## src/rtl/mips_pkg.sv

```systemverilog
// Shared MIPS core definitions: register-number type and forwarding-select encodings.
package mips_pkg;

    typedef logic [4:0] reg_addr_t;

    localparam reg_addr_t  REG_ZERO = 5'd0;

    localparam logic [1:0] FWD_RF   = 2'b00;
    localparam logic [1:0] FWD_MEM  = 2'b10;
    localparam logic [1:0] FWD_WB   = 2'b01;

endpackage

```

## src/rtl/fwd_sel.sv

```systemverilog
// Forwarding select for one ALU operand; the MEM producer wins over the WB producer.
module fwd_sel
    import mips_pkg::*;
#(
    parameter int unsigned REG_W = 5
) (
    input  logic [REG_W-1:0] src_i,
    input  logic [REG_W-1:0] mem_reg_i,
    input  logic             mem_wr_i,
    input  logic             mem_ld_i,
    input  logic [REG_W-1:0] wb_reg_i,
    input  logic             wb_wr_i,
    output logic [1:0]       sel_o
);

    always_comb begin
        sel_o = FWD_RF;
        if (src_i != REG_W'(REG_ZERO)) begin
            // A load in MEM has no data yet; the load-use stall covers it.
            if (mem_wr_i && !mem_ld_i && (mem_reg_i == src_i)) begin
                sel_o = FWD_MEM;
            end else if (wb_wr_i && (wb_reg_i == src_i)) begin
                sel_o = FWD_WB;
            end
        end
    end

endmodule

```

## src/rtl/dest_reg_pipe.sv

```systemverilog
// Carries the EX destination register through MEM and WB and derives forwarding,
// load-use stall and register-file write controls from it.
module dest_reg_pipe
    import mips_pkg::*;
#(
    parameter int unsigned REG_W = 5,
    parameter int unsigned CNT_W = 16
) (
    input  logic             Clk,
    input  logic             Rst,
    input  logic [REG_W-1:0] ExWriteReg,
    input  logic             ExRegWrite,
    input  logic             ExMemRead,
    input  logic             ExValid,
    input  logic [REG_W-1:0] ExRs,
    input  logic [REG_W-1:0] ExRt,
    input  logic [REG_W-1:0] IdRs,
    input  logic [REG_W-1:0] IdRt,
    input  logic             Stall,
    input  logic             Flush,
    output logic [REG_W-1:0] MemWriteReg,
    output logic             MemRegWrite,
    output logic             MemIsLoad,
    output logic [REG_W-1:0] WbWriteReg,
    output logic             WbRegWrite,
    output logic [1:0]       ForwardA,
    output logic [1:0]       ForwardB,
    output logic             LoadUseStall,
    output logic [CNT_W-1:0] LoadUseCount
);

    logic [REG_W-1:0] mem_reg_q, mem_reg_d, wb_reg_q, wb_reg_d;
    logic             mem_wr_q, mem_wr_d, mem_ld_q, mem_ld_d;
    logic             wb_wr_q, wb_wr_d;
    logic [CNT_W-1:0] cnt_q, cnt_d;
    logic             cap;

    always_comb begin
        cap = ExValid && ExRegWrite && (ExWriteReg != REG_W'(REG_ZERO));
        LoadUseStall = cap && ExMemRead && ((ExWriteReg == IdRs) || (ExWriteReg == IdRt));

        mem_reg_d = mem_reg_q;
        mem_wr_d  = mem_wr_q;
        mem_ld_d  = mem_ld_q;
        wb_reg_d  = wb_reg_q;
        wb_wr_d   = wb_wr_q;
        cnt_d     = cnt_q;

        // An external stall freezes everything, including any pending flush.
        if (!Stall) begin
            wb_reg_d = mem_reg_q;
            wb_wr_d  = mem_wr_q;
            if (Flush) begin
                mem_reg_d = '0;
                mem_wr_d  = 1'b0;
                mem_ld_d  = 1'b0;
            end else begin
                mem_reg_d = ExWriteReg;
                mem_wr_d  = cap;
                mem_ld_d  = cap && ExMemRead;
            end
            if (LoadUseStall && (cnt_q != '1)) begin
                cnt_d = cnt_q + CNT_W'(1);
            end
        end
    end

    always_ff @(posedge Clk or posedge Rst) begin
        if (Rst) begin
            mem_reg_q <= '0;
            mem_wr_q  <= 1'b0;
            mem_ld_q  <= 1'b0;
            wb_reg_q  <= '0;
            wb_wr_q   <= 1'b0;
            cnt_q     <= '0;
        end else begin
            mem_reg_q <= mem_reg_d;
            mem_wr_q  <= mem_wr_d;
            mem_ld_q  <= mem_ld_d;
            wb_reg_q  <= wb_reg_d;
            wb_wr_q   <= wb_wr_d;
            cnt_q     <= cnt_d;
        end
    end

    assign MemWriteReg  = mem_reg_q;
    assign MemRegWrite  = mem_wr_q;
    assign MemIsLoad    = mem_ld_q;
    assign WbWriteReg   = wb_reg_q;
    assign WbRegWrite   = wb_wr_q;
    assign LoadUseCount = cnt_q;

    fwd_sel #(
        .REG_W (REG_W)
    ) u_fwd_a (
        .src_i     (ExRs),
        .mem_reg_i (mem_reg_q),
        .mem_wr_i  (mem_wr_q),
        .mem_ld_i  (mem_ld_q),
        .wb_reg_i  (wb_reg_q),
        .wb_wr_i   (wb_wr_q),
        .sel_o     (ForwardA)
    );

    fwd_sel #(
        .REG_W (REG_W)
    ) u_fwd_b (
        .src_i     (ExRt),
        .mem_reg_i (mem_reg_q),
        .mem_wr_i  (mem_wr_q),
        .mem_ld_i  (mem_ld_q),
        .wb_reg_i  (wb_reg_q),
        .wb_wr_i   (wb_wr_q),
        .sel_o     (ForwardB)
    );

endmodule

```

## config.mk

```make
export PLATFORM = sky130hd
export DESIGN_NAME = dest_reg_pipe
export DESIGN_NICKNAME = d
export VERILOG_FILES = /design/src/rtl/mips_pkg.sv /design/src/rtl/fwd_sel.sv /design/src/rtl/dest_reg_pipe.sv
export SDC_FILE = /design/constraint.sdc
export NUM_CORES = 1
export LEC_CHECK = 0
export ABC_AREA = 1
export BUFFER_PORTS_ARGS = -buffer_cell sky130_fd_sc_hd__clkbuf_2
export CAP_MARGIN = 20
export CORE_MARGIN = 5
export CORE_UTILIZATION = 44
export DETAILED_ROUTE_END_ITERATION = 7
export PLACE_DENSITY = 0.72
export SLEW_MARGIN = 0
export SYNTH_ARGS = -nofsm -noshare
export SYNTH_HDL_FRONTEND = slang
export SYNTH_SLANG_ARGS = --single-unit
```

## constraint.sdc

```tcl
create_clock -name Clk -period 1.6 [get_ports Clk]
set_input_delay 0.08 -clock Clk [delete_from_list [all_inputs] [get_ports Clk]]
set_output_delay 0.08 -clock Clk [all_outputs]
set_load 0.05 [all_outputs]
```

==> impl_metrics.json, run 1 <==
{
  "cts-buffers-inserted": 5,
  "timing.hold.worst.class": "in2reg",
  "ys_top_cells_by_count": "nand2_1 (103), inv_1 (31), dfrtp_1 (29)",
  "setup-violations-final": 2,
  "outcome": "finished with violations",
  "grt_most_used_layer": "met2",
  "fmax_mhz": 609.3,
  "critPathRequiredTime_ps": 1520,
  "min_delay_endpoint": "MemWriteReg[0]",
  "worst-path-max-fanout": 2,
  "insertedDiodeCount": 0,
  "ant_nets": 0,
  "setup-tns-final_ps": -70.06,
  "reg2reg_setup_slack_ps": 100,
  "worst-setup-path-type": "reg2out",
  "ys.warnings.count": 0,
  "vias": 2042,
  "ff2ff_path_depth": 9,
  "hold_depth": 3,
  "synthArstFlopShare": 1.000,
  "groute.layer.met3.usage": 0.05269,
  "arrival_ps": 1560,
  "slew-limit-headroom": 0.6337,
  "post_synth_instance_area_sq_um": 1968,
  "synthTopCellsByArea": "dfrtp_1 (37%), nand2_1 (20%), inv_1 (5.9%)",
  "die-area_sq_um": 5911,
  "cts_tree": "done",
  "slew_at_the_pin_closest_to_its_max_slew_limit_ps": 544.4,
  "yosys.area.top_type_share": 0.3687,
  "pin_count": 66,
  "clock_tree_skew_after_final_layout_ps": 9.200,
  "drive_gt1_frac": 0.3911,
  "rr_startpoint": "LoadUseCount[1]",
  "floorplan.die.height_um": 76.88,
  "global_route.usage.total": 0.1822,
  "period_minus_slack_ps": 1641,
  "cts_root_buffer": "clkbuf_8",
  "pre_cts_slack_ps": 79.62,
  "drt-initial-drc-count": 143,
  "grt_setup_unrepaired": "yes",
  "grt_pass1_vias": 1958,
  "edff_count_synth": 0,
  "floorplan.rows": 24,
  "clock_path_buffers": 2,
  "critical_path.reg2reg.endpoint": "LoadUseCount[8]",
  "grt_first_pass_wirelength_um": 8983,
  "synth_area_per_cell_sq_um": 7.131,
  "postPlaceCellArea_sq_um": 2466,
  "worst_hold_launch": "ExWriteReg[0]",
  "finish.instance_area_sq_um": 2736,
  "power_per_cell_area_nw_per_um2": 758.0,
  "start_util": 0.4520,
  "maxCapViolCount": 0,
  "avgRoutedWirePerCell_um": 12.92,
  "post_layout_nonfiller_instances": 410,
  "final.period_utilization": 1.026,
  "clk_latency_ps": 280,
  "post_drt_via_cell_ratio": 4.980,
  "pin_count_of_the_biggest_net_entering_global_routing": 30,
  "total_grt_overflow": 0,
  "ys.flop_type": "dfrtp_1",
  "nFillCells": 383,
  "synth_cell_type_count": 29,
  "dp_hpwl_um": 4146,
  "synth.net_count": 309,
  "post_synth_inst_count": 276,
  "failing_checks": "negative setup slack",
  "num-nets-final": 390,
  "place.detailed.instances": 396,
  "grtUsageMet1": 0.2346,
  "clock_sinks": 29,
  "gp_routability_congestion": 0.9092,
  "drcViolationCount": 0,
  "setup.worst_path.start_class": "flip-flop",
  "core_area_sq_um": 4354,
  "setup_slack_ps": -41.23,
  "post-layout-total-power_mw": 2.074,
  "detail_route.first_pass.iterations": 4,
  "final_max_slew_violation_count": 0,
  "antenna_found_initial": 0,
  "h-tree-depth": 2,
  "worst_ir_drop_on_vdd_mv": 0.3602,
  "critPathCaptureType": "output port",
  "groute.layer.met2.usage": 0.2971,
  "yosys_register_bits": 29,
  "clk_pin_slew_ps": 60,
  "worst_hold_slack_across_all_endpoints_ps": 89.62,
  "flow.area_growth_from_synthesis_pct": 39.03,
  "die_w_um": 76.88,
  "synth_largest_area_cell": "dfrtp_1",
  "wl_um": 5299,
  "total_count_of_hold_check_failures_in_the_final_report": 0,
  "post-synth-top-count-cell": "nand2_1",
  "port-buffer-count": 65,
  "leakagePower_nw": 1.423,
  "synth_seq_area_share": 0.3687,
  "final_core_util": 0.6284
}
==> worst max-delay path: stages, from the launching register on <==
cell     delay (ps)
dfrtp_2         410
inv_2            80
nand2_4          60
a21oi_2         100
nand4_1         110
nor4_2          180
nor2b_4         210
buf_8           150
==> area by class of cell <==
class                      instances  area [sq um]  share of cell area
timing repair buffer              77         470.5              0.1719
tap                               52         65.06             0.02378
clock buffer                       6         82.58             0.03018
multi-input combinational        208          1191              0.4353
inverter                          36         135.1             0.04938
sequential                        29         754.5              0.2757
clock inverter                     2         37.54             0.01372
==> power breakdown <==
part	switching [mW]	internal, mW	total, mW
Sequential	0.0538	0.774	0.827
Clock	0.293	0.506	0.799
Combinational	0.307	0.140	0.448
Total	0.654	1.42	2.07
==> metal layers <==
| metal | part of all wire | vias up |
|---|---|---|
| li1 | - | 1034 |
| met1 | 0.43 | 935 |
| met2 | 0.47 | 64 |
| met3 | 0.078 | 9 |
| met4 | 0.013 | 0 |
| met5 | 0 | - |
==> cell families after synthesis <==
family          Yosys count  share of synthesized area
fa+ha+maj                 1                   0.006356
xor+xnor                 23                     0.1024
flops                    29                     0.3687
buf+inv                  39                    0.08200
simple gates            160                     0.3674
compound gates           24                    0.07311
==> layout by cell type (no fill, tap or decap), types with 4 or more instances in the layout <==
| cell type | count |
|---|---|
| nor2_4 | 5 |
| nand2_1 | 102 |
| buf_4 | 10 |
| inv_1 | 29 |
| xnor2_1 | 10 |
| xor2_1 | 13 |
| nor3_1 | 5 |
| o21ai_0 | 10 |
| nand3_1 | 7 |
| buf_8 | 4 |
| clkbuf_8 | 6 |
| dfrtp_1 | 6 |
| o22ai_1 | 7 |
| nand4_1 | 6 |
| nor2_1 | 18 |
| clkbuf_2 | 61 |
| inv_2 | 6 |
| dfrtp_2 | 23 |
==> repair_timing <==
action,4_1_cts,5_1_grt
resized for setup,14,17
gates cloned,0,0
endpoints found under the setup margin,4,19
pin swaps,6,9
hold buffers,1,0
buffers inserted,1,4
endpoints found under the hold margin,29,0
==> state kept, by name (all words and copies together) (netlist names) <==
signal,cells
WbRegWrite,1
MemIsLoad,1
MemRegWrite,1
WbWriteReg,5
MemWriteReg,5
LoadUseCount,16
==> how the worst max path moves through the flow <==
stage / startpoint / end / slack, ps / depth (start not counted)
after floorplan: MemIsLoad / ForwardA[1] / -10 / 6
after global placement: MemIsLoad / ForwardA[1] / 130 / 7
after detailed placement: LoadUseCount[1] / LoadUseCount[14] / 80 / 8
after CTS: MemIsLoad / ForwardA[1] / -140 / 7
after global routing: MemIsLoad / ForwardA[1] / -130 / 7
final: MemIsLoad / ForwardA[1] / -40 / 7
Power figures use the tool's default switching activity.
==> inputs of run 2 (changes only) <==
Settings changed: ABC_AREA 1 to default, PLACE_DENSITY 0.72 to 0.74.
==> run 2 against run 1 <==
  * The flow still finishes with violations (negative setup slack)
  * Clock-buffer cell count did not move
  * Fmax fell by 5.0%
  * Clock power fell by 28%
  * Flip-flop and latch count did not move
  * Sequential power barely moved
  * First-iteration DRC count fell by 65%
  * Wire length rose by 5.1%
  * Global-route usage rose by 3.1 points
  * Area after synthesis fell by 10%
  * Synthesized cell count fell by 40%
  * Largest power group unchanged
==> impl_metrics.json, run 2 <==
{
  "outcome": "finished with violations",
  "failing_checks": "negative setup slack",
  "cpPeakStageDelay_ps": 460,
  "clock_sinks": 29,
  "crit_chain": "xnor2_1 > nand4_1 > buf_4 > nor4_4 > buf_8",
  "synth_largest_area_cell": "dfrtp_1",
  "drive_gt1_frac": 0.6655,
  "clk_latency_ps": 280,
  "drcViolationCount": 0,
  "cts_root_buffer": "clkbuf_8",
  "crit_family": "flip-flops",
  "h-tree-depth": 2,
  "final.period_utilization": 1.080,
  "leakagePower_nw": 1.442,
  "port-buffer-count": 65,
  "power_per_cell_area_nw_per_um2": 673.2,
  "total_grt_overflow": 0,
  "clk_pin_slew_ps": 60,
  "flow.area_growth_from_synthesis_pct": 68.56,
  "critPathRequiredTime_ps": 1520,
  "floorplan.rows": 23,
  "yosys_register_bits": 29,
  "avgRoutedWirePerCell_um": 16.68,
  "setup_slack_ps": -127.6,
  "clock_tree_skew_after_final_layout_ps": 6.893,
  "num-nets-final": 316,
  "synth_cell_type_count": 33,
  "post-layout-total-power_mw": 2.001,
  "maxCapViolCount": 0,
  "die_w_um": 73.30,
  "worst_hold_slack_across_all_endpoints_ps": 28.43,
  "clock_path_buffers": 2,
  "critPathCaptureType": "output port",
  "groute.layer.met2.usage": 0.3644,
  "pin_count": 66,
  "core_area_sq_um": 3943,
  "groute.layer.met3.usage": 0.05198,
  "layout.cells.most_common_list": "clkbuf_2 (60), buf_4 (47), dfrtp_2 (27)",
  "ys_top_cells_by_count": "dfrtp_1 (29), xor2_1 (25), xnor2_1 (20)",
  "antenna_found_initial": 0,
  "floorplan.die.height_um": 73.30,
  "synth.net_count": 199,
  "post_synth_instance_area_sq_um": 1763,
  "detail_route.first_pass.iterations": 4,
  "grtUsageMet1": 0.2517,
  "ys.warnings.count": 0,
  "wl_um": 5570,
  "cts-buffers-inserted": 5,
  "layout_commonest_cell": "clkbuf_2",
  "synthArstFlopShare": 1.000,
  "gp_routability_congestion": 0.9157,
  "edff_count_synth": 0,
  "final_core_util": 0.7537,
  "setup.worst_path.start_class": "flip-flop",
  "worst-path-max-fanout": 4,
  "cts_tree": "done",
  "drt-initial-drc-count": 50,
  "arrival_ps": 1650,
  "largest_register_ffs": 16,
  "dp_hpwl_um": 3838,
  "post_drt_via_cell_ratio": 5.272,
  "global_route.usage.total": 0.2131,
  "synth_seq_area_share": 0.4116,
  "post-synth-top-count-cell": "dfrtp_1",
  "total_count_of_hold_check_failures_in_the_final_report": 0,
  "insertedDiodeCount": 0,
  "start_util": 0.4472,
  "ys.flop_type": "dfrtp_1",
  "vias": 1761,
  "yosys.area.top_type_share": 0.4116,
  "timing.hold.worst.class": "in2reg",
  "grt_pass1_vias": 1767,
  "cp_slowest_cell": "dfrtp_2",
  "synth_area_per_cell_sq_um": 10.62,
  "final_max_slew_violation_count": 0,
  "grt_first_pass_wirelength_um": 8590,
  "die-area_sq_um": 5373,
  "period_minus_slack_ps": 1728,
  "pin_count_of_the_biggest_net_entering_global_routing": 30,
  "ant_nets": 0,
  "fmax_mhz": 578.8,
  "worst_ir_drop_on_vdd_mv": 0.5608,
  "grt_most_used_layer": "met2",
  "slew_at_the_pin_closest_to_its_max_slew_limit_ps": 376.8,
  "setup-tns-final_ps": -1068,
  "critical_path_buf_inv_count": 2,
  "setup-violations-final": 17,
  "grt_setup_unrepaired": "yes",
  "synthTopCellsByArea": "dfrtp_1 (41%), xor2_1 (12%), xnor2_1 (9.9%)",
  "post_synth_inst_count": 166,
  "slew-limit-headroom": 0.7488,
  "worst-setup-path-type": "reg2out"
}
## run 2: cell families (layout without fill, tap and decap cells)
kind of cell               Yosys count  count (layout)  synth area share
xor gates and xnor gates            45              45            0.2236
buffers and inverters                6             124           0.01845
muxes                                7               7           0.04684
DFF                                 29              29            0.4116
AOI/OAI and AO/OA                   10              10           0.05465
and+or+nand+nor                     68              68            0.2378
adders and majority gates            1               1          0.007096
## run 2: layout make-up
class | instances | area [sq um]
multi-input cells | 131 | 1306
well taps | 50 | 62.56
inverters | 1 | 3.754
repair buffers | 115 | 757.0
clock buffers | 6 | 72.57
fillers | 258 | 970.9
clock inverters | 2 | 10.01
flip-flops and latches | 29 | 759.5
## run 2: power breakdown
group	switching, mW	internal [mW]
clock	0.274	0.300
combinational	0.355	0.244
sequential	0.0504	0.777
## run 2: worst paths after layout
path	from	to	slack, ps	depth (start not counted)
max	MemWriteReg[4]	ForwardA[1]	-130	5
min	Flush	MemIsLoad	30	2
max reg2reg	LoadUseCount[1]	LoadUseCount[2]	-100	7
min reg2reg	MemIsLoad	MemIsLoad	520	2
max in group asynchronous	Rst	MemWriteReg[2]	890	4
min in group asynchronous	Rst	LoadUseCount[10]	410	4
## run 2: metrics by stage
| step | std cells | worst slack [ps] | cell area, sq um |
|---|---|---|---|
| floorplan | 166 | -196.6 | 1933 |
| global placement | 309 | -77.82 | 2540 |
| detailed placement | 309 | -236.4 | 2540 |
| CTS | 329 | -91.78 | 2878 |
| global route | 334 | -220.2 | 2972 |
| finish | 334 | -127.6 | 2972 |
## run 2: routing by layer
metal / wire length (um) / share of wire
met5: 0 / 0
met4: 153 / 0.027
met3: 346 / 0.062
met2: 2958 / 0.53
met1: 2112 / 0.38
## run 2: what timing repair did
action,CTS,global route
hold endpoints to repair,29,0
resized for setup,28,13
hold buffers,1,0
pin swaps,26,21
endpoints found under the setup margin,17,21
buffers inserted,11,5
==> inputs of run 3 (changes only) <==
Settings changed: CORE_UTILIZATION 44 to 49, PLACE_DENSITY 0.74 to 0.81.
==> run 3 against run 2 <==
  * The flow still finishes with violations (negative setup slack)
  * Fmax decreased by 2.5%
  * Sequential power increased by 0.5%
  * Combinational power decreased by 0.7%
  * Worst setup slack got worse by 45 ps
  * Final cell count decreased by 0.60%
  * Highest routed layer unchanged
==> impl_metrics.json, run 3 (synthesized netlist as in run 2, its figures left out) <==
{
  "slew_at_the_pin_closest_to_its_max_slew_limit_ps": 395.2,
  "clock_tree_skew_after_final_layout_ps": 17.49,
  "multi_input_area_sq_um": 1356,
  "slew-limit-headroom": 0.7365,
  "maxCapViolCount": 0,
  "min_delay_endpoint": "MemRegWrite",
  "ant_nets": 0,
  "setup_slack_ps": -172.3,
  "post_drt_via_cell_ratio": 5.696,
  "worst_setup_path_startpoint": "WbWriteReg[2]",
  "die-area_sq_um": 4897,
  "drcViolationCount": 0,
  "pin_count_of_the_biggest_net_entering_global_routing": 30,
  "avgRoutedWirePerCell_um": 19.59,
  "ff2ff_path_depth": 7,
  "clk_latency_ps": 340,
  "drive_gt1_frac": 0.6783,
  "grt_first_pass_wirelength_um": 9432,
  "worst-setup-path-type": "reg2out",
  "die_w_um": 69.98,
  "postPlaceCellArea_sq_um": 2550,
  "cts_tree": "done",
  "nFillCells": 156,
  "critical_path_buf_inv_count": 1,
  "total_grt_overflow": 0,
  "cts-buffers-inserted": 5,
  "fmax_mhz": 564.2,
  "period_minus_slack_ps": 1772,
  "leakagePower_nw": 1.476,
  "timing.hold.worst.class": "in2reg",
  "sequential_cell_area_sq_um": 759.5,
  "final_core_util": 0.8806,
  "layout.cells.most_common_list": "clkbuf_2 (61), buf_4 (44), dfrtp_2 (27)",
  "finish.instance_area_sq_um": 3008,
  "worst_hold_slack_across_all_endpoints_ps": 32.61,
  "gp_routability_congestion": 0.9039,
  "core_area_sq_um": 3416,
  "outcome": "finished with violations",
  "critical_path.reg2reg.endpoint": "LoadUseCount[8]",
  "start_util": 0.5161,
  "grt_setup_unrepaired": "yes",
  "pre_cts_slack_ps": -197.3,
  "final.period_utilization": 1.108,
  "cts_root_buffer": "clkbuf_4",
  "worst-path-max-fanout": 4,
  "hold_depth": 3,
  "grt_pass1_vias": 1931,
  "arrival_ps": 1690,
  "clock_path_buffers": 2,
  "h-tree-depth": 2,
  "detail_route.first_pass.iterations": 4,
  "cp_slowest_cell": "dfrtp_2",
  "num-nets-final": 318,
  "reg2reg_setup_slack_ps": -160,
  "final_max_slew_violation_count": 0,
  "floorplan.die.height_um": 69.98,
  "antenna_found_initial": 0,
  "layout_commonest_cell": "clkbuf_2",
  "power_per_cell_area_nw_per_um2": 619.1,
  "rr_startpoint": "LoadUseCount[1]",
  "drt-initial-drc-count": 102,
  "global_route.usage.total": 0.2439,
  "worst_hold_launch": "ExRegWrite",
  "failing_checks": "negative setup slack",
  "critPathRequiredTime_ps": 1520,
  "clock_sinks": 29,
  "dp_hpwl_um": 4003,
  "floorplan.rows": 21,
  "critPathCaptureType": "output port",
  "total_count_of_hold_check_failures_in_the_final_report": 0,
  "crit_family": "simple AND/OR/NAND/NOR gates",
  "crit_chain": "xnor2_1 > nand2_1 > nor4_4 > clkbuf_8",
  "setup-violations-final": 16,
  "clk_pin_slew_ps": 100,
  "insertedDiodeCount": 0,
  "vias": 1891,
  "pin_count": 66,
  "port-buffer-count": 65,
  "setup.worst_path.start_class": "flip-flop",
  "cpPeakStageDelay_ps": 460,
  "worst_ir_drop_on_vdd_mv": 0.9079,
  "largest_register_ffs": 16,
  "flow.area_growth_from_synthesis_pct": 70.62,
  "wl_um": 6503
}
run 3: layout make-up:
type / instances / area share
clock buffers: 6 / 0.01373
inverters: 1 / 0.001248
well taps: 46 / 0.01913
flip-flops and latches: 29 / 0.2525
repair buffers: 117 / 0.2592
clock inverters: 2 / 0.003328
multi-input cells: 131 / 0.4509
run 3: layer usage:
layer / GRT usage / vias to the layer above / part of all wire
met3: 0.06887 / 27 / 0.066
met1: 0.2575 / 915 / 0.36
met5: 0 / - / 0
met2: 0.4376 / 96 / 0.53
li1: - / 853 / -
met4: 0.1255 / 0 / 0.046
run 3: tightest hold or removal path, delay by kind of cell:
family                 cells  cell delay (ps)
AO/OA/AOI/OAI              1               80
buffers and inverters      1              110
AND/OR/NAND/NOR            1               60
run 3: worst max-delay path by stage:
stage	to	depth (start not counted)
4_1_cts	ForwardB[0]	5
2_1_floorplan	LoadUseCount[1]	7
6_report	ForwardB[0]	4
3_3_place_gp	LoadUseCount[5]	7
5_1_grt	ForwardA[1]	5
3_5_place_dp	LoadUseCount[8]	7
run 3: stage by stage:
stage	setup TNS, ps	power, mW	cells
6_report	-1708	1.862	332
5_1_grt	-3123	1.948	332
4_1_cts	-733.5	1.810	328
3_5_place_dp	-1366	1.352	307
3_3_place_gp	-994.2	1.340	307
2_1_floorplan	-1664	1.165	166
run 3: repair_timing:
item,CTS,global route
buffers inserted,11,4
pin swaps,21,15
resized for setup,32,15
endpoints found under the hold margin,30,0
hold buffers,2,0
setup endpoints to repair,18,20
run 3: power breakdown:
part,switching (mW),internal (mW),total [mW]
clock network,0.268,0.167,0.435
registers,0.0564,0.776,0.832
logic,0.362,0.233,0.595
total,0.686,1.18,1.86
